===== config.mk =====
export PLATFORM = sky130hd
export DESIGN_NAME = axil_read_arbiter
export DESIGN_NICKNAME = d
export VERILOG_FILES = /design/src/rtl/axil_read_arbiter_pkg.sv /design/src/rtl/axil_read_arbiter_rr_arbiter2.sv /design/src/rtl/axil_read_arbiter.sv
export SDC_FILE = /design/constraint.sdc
export NUM_CORES = 1
export LEC_CHECK = 0
export CELL_PAD_IN_SITES_DETAIL_PLACEMENT = 0
export CELL_PAD_IN_SITES_GLOBAL_PLACEMENT = 1
export CORE_MARGIN = 2
export CORE_UTILIZATION = 21
export CTS_BUF_LIST = sky130_fd_sc_hd__clkbuf_4
export DETAILED_ROUTE_END_ITERATION = 12
export GPL_TIMING_DRIVEN = 1
export PLACE_DENSITY = 0.92
export SLEW_MARGIN = 30
export SYNTH_ARGS = -nofsm -noshare
export SYNTH_HDL_FRONTEND = slang
export SYNTH_SLANG_ARGS = --single-unit

===== constraint.sdc =====
create_clock -name clk -period 1.95 [get_ports clk]
set_input_delay 0.39 -clock clk [delete_from_list [all_inputs] [get_ports clk]]
set_output_delay 0.39 -clock clk [all_outputs]
set_load 0.01 [all_outputs]

===== src/rtl/axil_read_arbiter_pkg.sv =====
// Shared types and constants for the two-port AXI4-Lite read arbiter.
// Requesters tag their reads with the ArProt* encodings.
package axil_read_arbiter_pkg;

  typedef enum logic [1:0] {
    ArbIdle = 2'd0,
    ArbAddr = 2'd1,
    ArbResp = 2'd2
  } arb_state_e;

  localparam logic [2:0] ArProtInstr = 3'b100;
  localparam logic [2:0] ArProtData  = 3'b000;

endpackage


===== src/rtl/axil_read_arbiter_rr_arbiter2.sv =====
// Two-way round-robin picker. It is purely combinational; the caller keeps
// the last_grant register and only enables the picker when it can accept.
module rr_arbiter2
  import axil_read_arbiter_pkg::*;
(
  input  logic [1:0] req,
  input  logic       last_grant,
  input  logic       en,
  output logic [1:0] gnt,
  output logic       gnt_idx
);

  // On a tie the port that did not win last time goes next.
  always_comb begin
    gnt_idx = 1'b0;
    if (req == 2'b11) begin
      gnt_idx = ~last_grant;
    end else if (req[1]) begin
      gnt_idx = 1'b1;
    end
    gnt = 2'b00;
    if (en && (req != 2'b00)) begin
      gnt = gnt_idx ? 2'b10 : 2'b01;
    end
  end

endmodule


===== src/rtl/axil_read_arbiter.sv =====
// Shares one AXI4-Lite read channel between instruction fetch (port 0) and
// the load/store unit (port 1), one transaction in flight at a time.
module axil_read_arbiter
  import axil_read_arbiter_pkg::*;
#(
  parameter int XLEN = 32
) (
  input  logic            clk,
  input  logic            rstn,

  input  logic            i_s0_arvalid,
  output logic            o_s0_arready,
  input  logic [XLEN-1:0] i_s0_araddr,
  input  logic [2:0]      i_s0_arprot,
  output logic            o_s0_rvalid,
  input  logic            i_s0_rready,
  output logic [XLEN-1:0] o_s0_rdata,
  output logic [1:0]      o_s0_rresp,

  input  logic            i_s1_arvalid,
  output logic            o_s1_arready,
  input  logic [XLEN-1:0] i_s1_araddr,
  input  logic [2:0]      i_s1_arprot,
  output logic            o_s1_rvalid,
  input  logic            i_s1_rready,
  output logic [XLEN-1:0] o_s1_rdata,
  output logic [1:0]      o_s1_rresp,

  output logic            o_m_arvalid,
  input  logic            i_m_arready,
  output logic [XLEN-1:0] o_m_araddr,
  output logic [2:0]      o_m_arprot,
  input  logic            i_m_rvalid,
  output logic            o_m_rready,
  input  logic [XLEN-1:0] i_m_rdata,
  input  logic [1:0]      i_m_rresp,

  output logic            o_grant,
  output logic            o_busy
);

  arb_state_e      state_q, state_d;
  logic            last_grant_q, last_grant_d;
  logic [XLEN-1:0] addr_q, addr_d;
  logic [2:0]      prot_q, prot_d;
  logic            grant_q, grant_d;

  logic            in_idle;
  logic            in_resp;
  logic [1:0]      arb_gnt;
  logic            arb_idx;
  logic            sel_rready;
  logic            m_rready;

  assign in_idle = (state_q == ArbIdle);
  assign in_resp = (state_q == ArbResp);

  rr_arbiter2 u_rr_arbiter2 (
    .req        ({i_s1_arvalid, i_s0_arvalid}),
    .last_grant (last_grant_q),
    .en         (in_idle),
    .gnt        (arb_gnt),
    .gnt_idx    (arb_idx)
  );

  assign sel_rready = grant_q ? i_s1_rready : i_s0_rready;
  assign m_rready   = in_resp && sel_rready;

  always_comb begin
    state_d      = state_q;
    last_grant_d = last_grant_q;
    addr_d       = addr_q;
    prot_d       = prot_q;
    grant_d      = grant_q;
    case (state_q)
      ArbIdle: begin
        if (arb_gnt != 2'b00) begin
          state_d      = ArbAddr;
          grant_d      = arb_idx;
          last_grant_d = arb_idx;
          addr_d       = arb_idx ? i_s1_araddr : i_s0_araddr;
          prot_d       = arb_idx ? i_s1_arprot : i_s0_arprot;
        end
      end
      ArbAddr: begin
        if (i_m_arready) begin
          state_d = ArbResp;
        end
      end
      ArbResp: begin
        if (i_m_rvalid && m_rready) begin
          state_d = ArbIdle;
        end
      end
      default: state_d = ArbIdle;
    endcase
  end

  // last_grant resets to the LSU so fetch wins the first tie.
  always_ff @(posedge clk) begin
    if (!rstn) begin
      state_q      <= ArbIdle;
      last_grant_q <= 1'b1;
      addr_q       <= '0;
      prot_q       <= '0;
      grant_q      <= 1'b0;
    end else begin
      state_q      <= state_d;
      last_grant_q <= last_grant_d;
      addr_q       <= addr_d;
      prot_q       <= prot_d;
      grant_q      <= grant_d;
    end
  end

  assign o_s0_arready = arb_gnt[0];
  assign o_s1_arready = arb_gnt[1];

  assign o_m_arvalid  = (state_q == ArbAddr);
  assign o_m_araddr   = addr_q;
  assign o_m_arprot   = prot_q;
  assign o_m_rready   = m_rready;

  assign o_s0_rvalid  = in_resp && !grant_q && i_m_rvalid;
  assign o_s1_rvalid  = in_resp &&  grant_q && i_m_rvalid;
  assign o_s0_rdata   = i_m_rdata;
  assign o_s1_rdata   = i_m_rdata;
  assign o_s0_rresp   = i_m_rresp;
  assign o_s1_rresp   = i_m_rresp;

  assign o_busy       = !in_idle;
  assign o_grant      = grant_q;

endmodule


Yosys cells after proc, flatten, opt, wreduce, memory -nomap -nowiden
Cells that the tools add are included.
{"block": "classes", "add_sub_neg": 0, "multipliers": 0, "div_mod_pow": 0, "magnitude_cmp": 0, "eq_ne": 6, "shifts": 0, "muxes": 11, "bitwise": 1, "n_reduce_logical": 14}
{"operator": "two-way mux 32 bit", "count": 1}
{"operator": "two-way mux 2 bit", "count": 5}
{"operator": "logical AND 1 bit", "count": 7}
{"operator": "!= test 2 x 1 -> 1 bit (second input constant)", "count": 3}
{"operator": "case mux 2 bit (3 select lines)", "count": 1}
{"operator": "equality test 2 bit (second input constant)", "count": 2}
{"operator": "nonzero test 2 bit", "count": 2}
{"operator": "two-way mux 1 bit", "count": 3}
{"operator": "two-way mux 3 bit", "count": 1}
{"operator": "AND reduction 3 bit", "count": 1}
{"operator": "equality test 2 x 1 -> 1 bit (second input constant)", "count": 1}
{"operator": "logical NOT 1 bit", "count": 2}
{"operator": "logical NOT 2 bit", "count": 1}
{"operator": "AND reduction 2 bit", "count": 1}
{"operator": "NOT 1 bit", "count": 1}
{"block": "word_totals", "regBits": 39, "latch_bits": 0, "ram_bits": 0, "mem_bits_ro": 0, "elab_cells": 37, "memories": 0}

Longest topological paths before layout
{"block": "logic_depth", "ltp_word": 7, "mapped_depth": 6}

Hierarchy
Synthesis repeated with hierarchy kept, for this count alone.
{"block": "unflattened", "hier_cells": 259, "hier_area_um2": 2630.0}
{"mod": "axil_read_arbiter", "n_inst": 1, "cells_each": 254, "area_each_um2": 2600.0, "seq_area_each_um2": 780.7}
{"mod": "rr_arbiter2", "n_inst": 1, "cells_each": 5, "area_each_um2": 30.0, "seq_area_each_um2": 0.0}

Worst setup path after synthesis
OpenSTA, ideal clock, no wires.
{"block": "synth_timing", "path_type": "in2out", "from": "input port i_s1_arvalid", "to": "output port o_s1_arready", "arrival_time_ps": 1069, "path_slack_ps": 491, "stages": 4, "path_cell_list": "a21boi_2 -> buf_2 -> nand2_1 -> inv_1"}
{"block": "synth_via", "elab_chain_len": 4}
{"item": "start, declared", "line": "axil_read_arbiter.sv:20", "text": "input logic i_s1_arvalid,"}
{"item": "equality test 2 bit / two-way mux 1 bit (equally long branches)", "line": "axil_read_arbiter_rr_arbiter2.sv:16, axil_read_arbiter_rr_arbiter2.sv:18"}
{"item": "two-way mux 1 bit", "line": "axil_read_arbiter_rr_arbiter2.sv:16", "text": "if (req == 2'b11) begin"}
{"item": "two-way mux 2 bit", "line": "axil_read_arbiter_rr_arbiter2.sv:23", "text": "gnt = gnt_idx ? 2'b10 : 2'b01;"}
{"item": "two-way mux 2 bit (*)", "line": "axil_read_arbiter_rr_arbiter2.sv:22", "text": "if (en && (req != 2'b00)) begin"}
{"item": "end, declared", "line": "axil_read_arbiter.sv:21", "text": "output logic o_s1_arready,"}
Mark *: on every way between the ends. The rest lies on a longest branch, timed or not.

Worst setup path in the final report
{"block": "layout_timing", "from": "input port i_s1_arvalid", "to": "output port o_s0_arready"}
{"block": "layout_via", "elab_chain_len": 4}
{"item": "equality test 2 bit / two-way mux 1 bit (equally long branches)", "line": "axil_read_arbiter_rr_arbiter2.sv:16, axil_read_arbiter_rr_arbiter2.sv:18"}
{"item": "two-way mux 1 bit", "line": "axil_read_arbiter_rr_arbiter2.sv:16"}
{"item": "two-way mux 2 bit", "line": "axil_read_arbiter_rr_arbiter2.sv:23"}
{"item": "two-way mux 2 bit (*)", "line": "axil_read_arbiter_rr_arbiter2.sv:22"}
{"item": "end, declared", "line": "axil_read_arbiter.sv:12", "text": "output logic o_s0_arready,"}
Marks and branches as above.

==> results.py <==
metrics = {
    "job": {
        "maxCapViolCount": 0,
    },
    "clocking": {
        "htreeDepth": 2,
        "cts_sinks": 39,
        "cts_tree": "done",
        "ctsHoldBuffers": 0,
        "cts_root_buf": "clkbuf_4",
        "cts_buffer_depth": 2,
        "cts_made_buffers": 5,
        "clock_latency_ps": 340,
        "clkTransAtPathRegs_ps": 110,
    },
    "detailed_routing": {
        "routedWlPerCell_um": 15.72,
        "ant_nets": 0,
        "drc": 0,
        "drt-total-wl_um": 7735,
        "drt_pass1_iterations": 4,
        "num_vias": 2337,
        "via_per_inst": 4.750,
        "dr.first_iter.drc_count": 161,
    },
    "yosys": {
        "synthFlopType": "dfxtp_1",
        "synthXorXnorAreaFrac": 0,
        "yosysUniqueCellTypes": 22,
        "synth_edf_count": 0,
        "synth_adder_area_share": 0,
        "seq_area_frac_synth": 0.3337,
        "syn_area_per_cell_um2": 7.799,
        "synth_area_leader_cell": "dfxtp_1",
        "async_reset_ff_frac": 0,
        "synthCells": 300,
        "synth_top_family_by_area": "buffers and inverters",
        "ys_warn_count": 0,
        "synth-seq-cells": 39,
        "synth_area_um2": 2340,
        "yosys.area_share.simple": 0.1898,
        "netlist.area_leader.share": 0.3337,
        "synth-compound-area-share": 0.1872,
        "synth.area.top_cells": "dfxtp_1, buf_4, nand3_1",
        "synth_nets": 412,
        "synthMuxAreaShare": 0.004278,
    },
    "timing": {
        "rsz0062_at_grt": "false",
        "period_needed_ps": 1867,
        "min_period_over_period": 0.9573,
        "drv_slew": 0,
        "setup_slack_ps": 83.23,
        "max_freq_mhz": 535.7,
        "tightest_slew_ps": 424.4,
        "finalHoldViolations": 0,
        "fin_skew_ps": 15.33,
        "final.setup.tns_ps": 0,
        "setup_viol": 0,
        "slew_headroom": 0.7171,
        "whs_ps": 507.1,
    },
    "global_route": {
        "grt_util_met3": 0.03794,
        "grt_start_max_net_pins": 39,
        "grt_use_total": 0.1227,
        "use_met1": 0.1414,
        "grt_pass1_vias": 2322,
        "antenna_found_initial": 0,
        "grt_use_met2": 0.2077,
        "gr-total-overflow": 0,
        "grt_pass1_wl_um": 11560,
        "busiest_layer": "met2",
    },
    "placed_design": {
        "placed_cell_area_um2": 3217,
        "port_buffers": 120,
        "pre_cts_slack_ps": -171.5,
        "gp_congestion": 0.6938,
        "hpwl_um": 5482,
    },
    "die": {
        "die_area_um2": 12000,
        "num_rows": 38,
        "die_y_um": 109.6,
        "pin_count": 223,
        "initial_core_util": 0.2158,
        "core_area_um2": 10840,
        "die_w_um": 109.6,
    },
    "finish": {
        "drive_gt1_frac": 0.09117,
        "finalNetCount": 462,
        "areaGrowthSynthToFinish_pct": 41.12,
        "final_util": 0.3046,
        "design_area_um2": 3302,
    },
    "power_and_ir_drop": {
        "p_per_area_nw_per_um2": 664.1,
        "p_leak_nw": 1.164,
        "ir_drop_uv": 340.3,
    },
    "worst_setup_path": {
        "cp-start-kind": "input port",
        "endpoint_kind": "primary output",
        "crit_required_ps": 1560,
        "path_cells": "clkdlybuf4s50_1 -> buf_4 -> nand2b_2 -> and3_1 -> clkdlybuf4s15_1",
        "cp_slowest_cell": "clkdlybuf4s50_1",
        "arrival_ps": 1480,
        "reg2reg_setup_slack_ps": 510,
        "max_stage_delay_ps": 490,
        "crit_type": "in -> out",
        "cp_max_fo": 2,
    },
    "min_path": {
        "hold_path.class": "reg -> reg",
    },
    "outcome": {
        "outcome": "completed",
    },
}
## cell usage after synthesis (all sizes together), types with 2 or more instances
library cell and number:
clkbuf 9, inv 4, nor2 4, and3 2, nand2 3, nor2b 4
o21ai 38, a31oi 35, a21oi 2, dfxtp 39, nand3 71, buf 84
## cell type report
class | count | area, um2
antenna | 1 | 2.502
clock buffer | 5 | 37.54
clock inverter | 3 | 38.79
fill | 1159 | 7538
inverter | 4 | 15.01
multi-input combinational | 164 | 919.6
sequential | 39 | 783.3
tap | 140 | 175.2
timing repair buffer | 136 | 1330
## cell families after synthesis
| logic type | count (synthesis) |
|---|---|
| buffers and inverters | 97 |
| AND/OR/NAND/NOR | 86 |
| AO/OA/AOI/OAI | 77 |
| flip-flops | 39 |
| multiplexers | 1 |
## where the power goes
group	switching (mW)	leakage [nW]	internal (mW)
combinational	0.334	0.799	0.391
clock	0.280	0.0426	0.264
sequential	0.0476	0.322	0.876
## what timing repair did
item                                   in CTS  in global routing
pin swaps                                   0                  0
endpoints found under the hold margin       0                  0
setup endpoints to repair                   6                  2
setup buffers                               0                  0
resized for setup                          10                  2
cloned                                      0                  0
## cell usage in the layout, fill, tap and decap left out, types with 2 or more instances in the layout
| cell type | count |
|---|---|
| clkdlybuf4s50_1 | 113 |
| nand3_1 | 71 |
| dfxtp_1 | 37 |
| o21ai_0 | 35 |
| a31oi_1 | 35 |
| buf_4 | 15 |
| clkbuf_4 | 5 |
| dlygate4sd2_1 | 5 |
| nor2b_1 | 3 |
| nand2_1 | 3 |
| inv_1 | 3 |
| o21ai_1 | 3 |
| nor2_1 | 2 |
| and3_1 | 2 |
| a21oi_1 | 2 |
| dfxtp_2 | 2 |
## metrics by stage
stage,instances,power [mW]
after global placement,483,1.651
after CTS,491,2.238
after global routing,491,2.313
after floorplan,300,1.387
after detailed placement,483,1.668
final,492,2.193
## worst max-delay path, delay by kind of cell
| kind | cells | cell delay (ps) |
|---|---|---|
| simple gates | 2 | 240 |
| buf+inv | 3 | 840 |
## flip-flops by register name, indices dropped and copies added (netlist names)
register,flops
state_q,2
o_grant,1
o_m_arprot,3
last_grant_q,1
o_m_araddr,32
## metal layers
metal,vias to the layer above,wire length (um)
met5,-,0
li1,1092,-
met2,127,3716
met3,24,735
met4,0,174
met1,1094,3108
## worst paths after layout
kind | startpoint | endpoint | cells after the start
min | o_m_araddr[4] | o_m_araddr[4] | 2
min reg2reg | o_m_araddr[4] | o_m_araddr[4] | 2
max | i_s1_arvalid | o_s0_arready | 5
max reg2reg | state_q[1] | o_m_araddr[10] | 6
Note: power is estimated with default switching activity, not from simulation.
